File: src/rtl/regfile_dump.sv
`timescale 1ns/1ps
// regfile_dump: halts the core, then streams a contiguous (wrapping) register range out over valid/ready
module regfile_dump #(
  parameter int DATA_W = 32,
  parameter int ID_W   = 5
) (
  input  logic              clk,
  input  logic              rst,
  input  logic              start,
  input  logic [ID_W-1:0]   start_id,
  input  logic [ID_W-1:0]   end_id,
  output logic              halt_req,
  input  logic              halt_ack,
  output logic [ID_W-1:0]   rf_read_id,
  input  logic [DATA_W-1:0] rf_read_data,
  output logic              out_valid,
  input  logic              out_ready,
  output logic [ID_W-1:0]   out_id,
  output logic [DATA_W-1:0] out_data,
  output logic              out_last,
  output logic              busy,
  output logic              done
);
  typedef enum logic [2:0] {IDLE, HALT_WAIT, READ, SEND, DONE} state_t;
  state_t state;
  logic [ID_W-1:0] ptr, end_q;
  // rf_read_id is loaded only when entering READ so it stays put while waiting for the halt
  always_ff @(posedge clk) begin
    if (rst) begin
      state      <= IDLE;
      ptr        <= '0;
      end_q      <= '0;
      halt_req   <= 1'b0;
      busy       <= 1'b0;
      done       <= 1'b0;
      out_valid  <= 1'b0;
      out_last   <= 1'b0;
      out_id     <= '0;
      out_data   <= '0;
      rf_read_id <= '0;
    end else begin
      done <= 1'b0;
      case (state)
        IDLE: if (start) begin
          ptr      <= start_id;
          end_q    <= end_id;
          halt_req <= 1'b1;
          busy     <= 1'b1;
          state    <= HALT_WAIT;
        end
        HALT_WAIT: if (halt_ack) begin
          rf_read_id <= ptr;
          state      <= READ;
        end
        READ: begin
          out_data  <= rf_read_data;
          out_id    <= ptr;
          out_last  <= ptr == end_q;
          out_valid <= 1'b1;
          state     <= SEND;
        end
        SEND: if (out_ready) begin
          out_valid <= 1'b0;
          if (out_last) begin
            halt_req <= 1'b0;
            done     <= 1'b1;
            state    <= DONE;
          end else begin
            ptr        <= ptr + 1'b1;
            rf_read_id <= ptr + 1'b1;
            state      <= READ;
          end
        end
        DONE: begin
          busy  <= 1'b0;
          state <= IDLE;
        end
        default: state <= IDLE;
      endcase
    end
  end
endmodule

File: config.mk
export PLATFORM = sky130hd
export DESIGN_NAME = regfile_dump
export DESIGN_NICKNAME = d
export VERILOG_FILES = /design/src/rtl/regfile_dump.sv
export SDC_FILE = /design/constraint.sdc
export NUM_CORES = 1
export LEC_CHECK = 0
export ABC_AREA = 1
export CAP_MARGIN = 20
export CORE_MARGIN = 2
export CORE_UTILIZATION = 47
export DETAILED_ROUTE_END_ITERATION = 7
export PLACE_DENSITY = 0.91
export SLEW_MARGIN = 20
export SYNTH_ARGS = -nofsm -noshare
export SYNTH_HDL_FRONTEND = slang
export SYNTH_SLANG_ARGS = --single-unit
export TNS_END_PERCENT = 50
File: constraint.sdc
create_clock -name clk -period 3 [get_ports clk]
set_clock_uncertainty 0.1 [all_clocks]
set_input_delay 0.3 -clock clk [delete_from_list [all_inputs] [get_ports clk]]
set_output_delay 0.3 -clock clk [all_outputs]
set_load 0.02 [all_outputs]
==> impl_summary.md, run 1 <==
Clocking
Counting along the longest clock path gives a buffer depth of 2. Clock-pin slew was measured on the worst setup and hold paths at 0.06 ns. Hold repair after CTS inserted 0 buffers. The source-to-sink clock delay at the later pin of the worst-skew pair is 0.33 ns. For this design, the sink count on the clock tree is 60.

The number of gates resized after CTS was 0. In this run the post-CTS setup repair buffer count came out at 0. The H-tree was split into 3 levels. TritonCTS built the clock tree.

The number of clock buffers added by TritonCTS is 9. The clock tree root buffer cell is sky130_fd_sc_hd__clkbuf_8.

Drt
The first-iteration detailed-routing DRC count is 124. The vias per cell is 4.870. The average wire per standard cell is 12.83 um. In this run the remaining antenna-violating nets after routing total 0.

In the routed design, unresolved DRC markers number 0. The first TritonRoute pass finished after 4 iterations. The routed design has 6.494 mm of wire. The final route contains 2464 vias.

Global route
The first-pass GRT wire length is 10.90 mm. The total track usage is 23.36%. Entering global routing, the biggest net connects 54 pins. The number of antenna violations at the first check in global routing is 0. After global routing the overflow that remains totals 0.

The via count of the first global-routing pass came to 2392.

STA
The total of endpoints with negative setup slack in the final report is 0. Derived from the worst setup path, the maximum achievable clock frequency is 537.3 MHz. The final hold slack is 0.3616 ns. The count of endpoints failing hold in the final timing report is 0. Setup repair after global routing left no endpoint under its margin. Across all setup checks in the final design, the least slack found is 1.139 ns. The actual transition at the worst max-transition pin is 0.5675 ns. The minimum clock period is 1.861 ns. The share of the cycle needed by the critical path after routing is 62.04%. The worst slew margin relative to its limit is 62.11%. The max-slew violation count is 0. For the final routed database, the setup TNS stands at 0 ns.

Finish
The library cells used most frequently in the layout, excluding fill and tap cells, are sky130_fd_sc_hd__nor2_1, sky130_fd_sc_hd__clkdlybuf4s50_1, sky130_fd_sc_hd__dfxtp_1, sky130_fd_sc_hd__o21ai_0, sky130_fd_sc_hd__nand2_1. The area growth from synthesis to layout is 45.80%. The number of fill cells in the layout is 399. The area of the multi-input gates is 1070 sq um. The net count of the finished layout is 479. Registers take 1201 sq um.

The number of antenna repair diodes is 0. The fraction of final layout cells with drive strength greater than 1 is 5.505%. The library cell used most frequently in the layout, excluding fill and tap cells, is sky130_fd_sc_hd__nor2_1.

Floorplan
The die outline height is 76.13 um. The die outline area is 5795 sq um. The number of core rows is 26. In this run the count of I/O pins placed on the die edge is 94.

Once the floorplan was initialized, standard cells occupied 48.18% of the core. The width of the chip is 76.13 um. The area inside the core boundary is 5075 sq um.

Setup path
The worst setup path is of the flip-flop to flip-flop kind. The stage delay of the slowest cell on the critical path is 0.47 ns. Walking the worst path, the cells encountered are inv_2 -> nand2_1 -> nor2_2 -> buf_4 -> inv_2 -> nand2_1 -> a21oi_1 -> nor2_1. The worst-path maximum fanout is 44. The worst setup path is launched from a flip-flop.

STA classifies the critical path endpoint as a flip-flop. On the critical path, the stage with the largest delay is an instance of sky130_fd_sc_hd__inv_2. Data on the critical path arrives at its endpoint at 1.98 ns. The register-to-register setup slack is 1.14 ns. The endpoint required time on the critical path is 3.12 ns.

Logic synthesis
Yosys printed 0 warnings. The synthesized area per cell is 7.149 sq um. In the synthesized netlist, the number of instances is 342. The total nets after synthesis is 390. Counting flops and latches in the post-synthesis netlist gives 60. The synthesized netlist occupies a cell area of 2445 sq um. The synthesized netlist contains 24 unique library cells. The sequential fraction of the synthesis area is 49.13%.

Pwr
Dividing total power by cell area gives a power density of 707.9 nW/um^2. The leakage component of the power is 1.576 nW. The worst-case IR drop observed on VDD is 0.4365 mV.

Placement
OpenSTA, run right after detailed placement, puts the worst setup slack at 1.136 ns. Port buffering added 93 buffers. At the end of routability-driven placement, the weighted congestion stood at 0.8504. The estimated wirelength of the detail-placed design is 4.516 mm.

Run status
The run finished with clean final reports.

Min path
The min-delay analysis places its worst path in the category flip-flop to flip-flop.

Flow run
The number of max-cap violations is 0.
[synth_stat cells, drive strengths merged]
cell type | number | share of area (%)
xnor2 | 1 | 0.36
ha | 1 | 0.51
nand2 | 49 | 7.7
nor2 | 102 | 16
nor2b | 1 | 0.26
nor3 | 2 | 0.41
o31ai | 1 | 0.31
xor2 | 4 | 1.4
nand3b | 2 | 0.61
clkbuf | 8 | 1.2
o21ai | 49 | 10
buf | 9 | 1.9
nand4 | 2 | 0.51
a21oi | 15 | 3.1
dfxtp | 60 | 49
inv | 26 | 4.0
nand3 | 10 | 2.0
[routing by layer]
layer | up-vias | GRT usage, % | wire length [um]
li1 | 1256 | - | -
met1 | 1095 | 25.98 | 2615
met2 | 97 | 37.77 | 3008
met3 | 16 | 11.49 | 739
met4 | 0 | 10.55 | 130
met5 | - | 0 | 0
[worst paths after layout]
check / start / endpoint / depth (start not counted)
max: state[2] / state[0] / 8
min: end_q[2] / end_q[2] / 2
max reg2reg: state[2] / state[0] / 8
min reg2reg: end_q[2] / end_q[2] / 2
[cell type report]
class,instances,share of cell area [%]
inverter,26,2.738
timing repair buffer,95,26.54
clock buffer,14,4.282
clock inverter,2,0.2808
sequential,60,33.70
multi-input combinational,239,30.01
tap,70,2.457
[report_power, final]
group	internal, mW	switching (mW)	total, mW	leakage [nW]
logic	0.379	0.479	0.859	1.00
registers	0.942	0.109	1.05	0.491
clock network	0.321	0.293	0.614	0.0844
total	1.64	0.882	2.52	1.58
[worst max-delay path: cells and delay by family (launching register included)]
| family | cells | cell delay (ns) |
|---|---|---|
| buf+inv | 3 | 0.78 |
| simple gates | 4 | 0.29 |
| compound gates | 1 | 0.14 |
| flops | 1 | 0.42 |
[sequential cells by signal (all words and copies together) (netlist names)]
signal / flops
out_data: 32
end_q: 5
out_id: 5
ptr: 5
rf_read_id: 5
state: 3
busy: 1
done: 1
halt_req: 1
out_last: 1
out_valid: 1
[per-stage QoR]
| step | instances | utilization, % | instance area [sq um] | total power [mW] |
|---|---|---|---|---|
| after detailed placement | 490 | 67.04 | 3402 | 1.920 |
| after floorplan | 342 | - | 2445 | 1.560 |
| after global routing | 506 | 70.24 | 3565 | 2.681 |
| final | 506 | 70.24 | 3565 | 2.524 |
| after global placement | 490 | 67.04 | 3402 | 1.893 |
| after CTS | 506 | 70.24 | 3565 | 2.540 |
[cells by family after synthesis]
group / synth area share, %
xor gates and xnor gates: 1.791
and+or+nand+nor: 28.04
buffers and inverters: 7.113
adders and majority gates: 0.5117
DFF: 49.13
AOI/OAI and AO/OA: 13.41
No activity file was read; power rests on OpenSTA's default activity.
==> run 2, diff against run 1 <==
--- a/config.mk
+++ b/config.mk
@@ -8,9 +8,9 @@
 export ABC_AREA = 1
 export CAP_MARGIN = 20
 export CORE_MARGIN = 2
-export CORE_UTILIZATION = 47
+export CORE_UTILIZATION = 43
 export DETAILED_ROUTE_END_ITERATION = 7
-export PLACE_DENSITY = 0.91
+export PLACE_DENSITY = 0.85
 export SLEW_MARGIN = 20
 export SYNTH_ARGS = -nofsm -noshare
 export SYNTH_HDL_FRONTEND = slang
==> constraint.sdc (replaced) <==
create_clock -name clk -period 1.95 [get_ports clk]
set_clock_uncertainty 0.1 [all_clocks]
set_input_delay 0.195 -clock clk [delete_from_list [all_inputs] [get_ports clk]]
set_output_delay 0.195 -clock clk [all_outputs]
set_load 0.02 [all_outputs]
==> run 2 against run 1 <==
Effect of this change: routed wire length up 2.3%; final area rose by 2.4%; critical path depth is 7 lower; sequential share of layout area is 0.77 points lower; global-route usage down 0.91 points; critical endpoint is now out_last; highest routed layer unchanged.
==> impl_summary.md, run 2 (same netlist as run 1, synthesis figures left out) <==
Pwr
The sequential cell fraction of total power is 38.7%. The portion of total power attributed to combinational logic is 32.0%. The switching part of the total is 33.17%.

IR analysis of the VDD net gives a maximum drop of 0.7628 mV. The portion of total power attributed to the clock network is 29.2%. The analysis attributes to cell leakage a power of 1.617 nW.

For this design the total switching power over the nets is 1.384 mW. The total power divided by cell area is 1143 nW/um^2. Cell internal power was estimated by the tool at 2.788 mW.

Drt
After the first detailed-routing iteration, the DRC count stood at 143. The number of vias in the routed layout is 2513. Routed signal wires occupy layers up through met4. After detailed routing, the number of remaining DRC violations is 0. The sum of met3 wire segment lengths after detailed routing is 652 um. The average wire per standard cell is 13.03 um. Wires add up to 6.643 mm. The vias per cell is 4.927.

The length of routed wiring on met1 is 2.707 mm. The post-detailed-route count of antenna-violating nets is 0. The sum of met2 wire segment lengths after detailed routing is 3.107 mm. The length of the first detailed-routing pass in iterations is 4.

Global route
Entering global routing, the biggest net connects 54 pins. The via count of the first global-routing pass was 2516. The number of antenna violations at the first check in global routing was 0.

The first-pass GRT wire length is 10.94 mm. Global routing used 22.44% of the available tracks across all layers. Global routing finished with a remaining overflow of 0.

Floorplan
The die covers 6305 sq um. The core region is 5507 sq um. The floorplan has 27 rows. The initial core utilization is 44.40%. The count of pins on the block boundary is 94.

The die outline height is 79.41 um. The width of the chip is 79.41 um.

Setup path
In this run the number of cells on the critical path is 1. The critical path goes through clkdlybuf4s50_1. The buffer and inverter count on the worst path is 1. The worst-case reg-to-reg path depth is 9. The critical path start-end classification is flip-flop to output pin. STA classifies the critical path endpoint as an output pin. The launch point of the worst path is out_last. In this run the critical register-to-register path is captured at rf_read_id[4].

At the worst endpoint, the required time is 1.65 ns. The timing endpoint of the critical path is out_last. Broken down by cell family, the worst path's largest delay share belongs to buffers and inverters.

The slowest library cell on the worst path is sky130_fd_sc_hd__clkdlybuf4s50_1. The startpoint identified for the worst register-to-register timing path is state[0]. The startpoint class of the critical path is a flip-flop.

In this run the register-to-register setup slack is 0.33 ns. The worst-path maximum fanout is 5. STA puts the critical path data arrival time at 1.37 ns. The stage delay of the slowest cell on the critical path is 0.63 ns.

Clocking
The TritonCTS clock tree is built. The number of buffers inserted during clock tree synthesis is 9. In this run, post-CTS hold repair placed 0 buffers.

In this run, post-CTS repair resized a total of 0 instances. The clock transition at the registers of the reported paths is 0.07 ns. The number of clock sinks is 60. The clock tree synthesis step divided the H-tree into 3 levels.

The source-to-sink clock delay at the later pin of the worst-skew pair is 0.33 ns. Post-CTS timing repair inserted 0 buffers for setup. The clock tree root buffer cell is sky130_fd_sc_hd__clkbuf_8.

In this run the deepest clock path goes through 2 buffers.

Finish
0 antenna diodes ended up in the layout. Compared with the post-synthesis result, the final layout area differs by 49.23%. The fraction of final layout cells with drive strength greater than 1 is 6.621%. Leaving out fill and tap cells, the most frequent cells in the layout are sky130_fd_sc_hd__nor2_1, sky130_fd_sc_hd__clkdlybuf4s50_1, sky130_fd_sc_hd__dfxtp_1, sky130_fd_sc_hd__o21ai_0, sky130_fd_sc_hd__nand2_1. The register ranked first by flip-flop count is out_data.

The register with the most flip-flops in the layout has 32 of them. Cells fill 66.26% of the core in the end. The layout net count is 481. The most common library cell in the layout ignoring fill and taps is sky130_fd_sc_hd__nor2_1.

Run status
The flow ran to the end, and the final reports show no timing, DRC or antenna violations.

Placement
Once detailed placement completed, the half-perimeter wirelength came to 4.540 mm. The routability congestion estimate from global placement is 0.8823. Port buffering added 93 buffers.

STA
Measured against its own limit, the worst slew margin works out to 74.20%. The minimum clock period is 1.667 ns. The highest clock frequency the design can meet is 599.8 MHz. In the finished design, the share of the clock period the worst path needs comes to 85.49%.

The max-slew violation count was 0. In the final timing run, aggregate negative setup slack is 0 ns. At the pin with the least slew margin, the transition time is 0.3870 ns. Setup repair after global routing left no endpoint under its margin. The total of endpoints with negative setup slack in the final report is 0. The count of endpoints failing hold in the final timing report came to 0.

Flow run
The number of max-cap violations is 0.

Min path
The type of the tightest min-delay check is input pin to flip-flop.
[run 2: stage by stage]
stage / instance area [sq um] / hold slack, ns / cells / total power [mW] / setup WS (ns)
final: 3649 / 0.3380 / 510 / 4.172 / 0.2829
after detailed placement: 3432 / 0.3591 / 494 / 2.962 / 0.3544
after global placement: 3432 / 0.3509 / 494 / 2.920 / 0.4132
after CTS: 3649 / 0.3312 / 510 / 4.187 / 0.2792
after floorplan: 2445 / 0.2299 / 342 / 2.400 / 0.6076
after global routing: 3649 / 0.3294 / 510 / 4.409 / 0.2251
[run 2: cell type report]
cell class | instances | area, sq um
Fill cell | 444 | 1858
Inverter | 26 | 97.59
Tap cell | 72 | 90.09
Timing Repair Buffer | 97 | 973.4
Sequential cell | 60 | 1201
Multi-Input combinational cell | 239 | 1070
Clock buffer | 11 | 141.4
Clock inverter | 5 | 75.07
[run 2: worst min path at each step]
| stage | start | to | cells after the start |
|---|---|---|---|
| after floorplan | rf_read_data[27] | out_data[27] | 2 |
| after global placement | end_q[4] | end_q[4] | 2 |
| after detailed placement | end_q[2] | end_q[2] | 2 |
| after CTS | rf_read_data[27] | out_data[27] | 3 |
| after global routing | rf_read_data[27] | out_data[27] | 3 |
| final | rf_read_data[27] | out_data[27] | 3 |
[run 2: power by group through the flow]
stage	Clock (mW)	Sequential, mW	Combinational, mW
finish	1.22	1.62	1.34
floorplan	0	1.79	0.608
global route	1.29	1.64	1.47
detailed placement	0	1.63	1.33
CTS	1.23	1.61	1.34
global placement	0	1.63	1.29
[run 2: routing by layer]
metal / global-route usage (%) / up-vias
li1: - / 1258
met1: 24.23 / 1132
met2: 38.14 / 106
met3: 8.824 / 17
met4: 11.21 / 0
met5: 0 / -
==> run 3, diff against run 2 <==
--- a/config.mk
+++ b/config.mk
@@ -9,6 +9,7 @@
 export CAP_MARGIN = 20
 export CORE_MARGIN = 2
 export CORE_UTILIZATION = 43
+export CTS_CLUSTER_DIAMETER = 200
 export DETAILED_ROUTE_END_ITERATION = 7
 export PLACE_DENSITY = 0.85
 export SLEW_MARGIN = 20
==> constraint.sdc (replaced) <==
create_clock -name clk -period 1.95 [get_ports clk]
set_clock_uncertainty 0.1 [all_clocks]
set_input_delay 0.195 -clock clk [delete_from_list [all_inputs] [get_ports clk]]
set_output_delay 0.195 -clock clk [all_outputs]
set_load 0.005 [all_outputs]
==> results of run 3 <==
The final DEF is identical to that of run 2. Status: finished, final reports clean.
Main changes from that run: setup slack after layout 0.2829 ns -> 0.3266 ns; start point of the critical path out_last -> state[0]; end point of the critical path out_last -> rf_read_id[4]; total power 4.172 mW -> 3.985 mW; worst IR drop on VDD 0.7628 mV -> 0.7097 mV
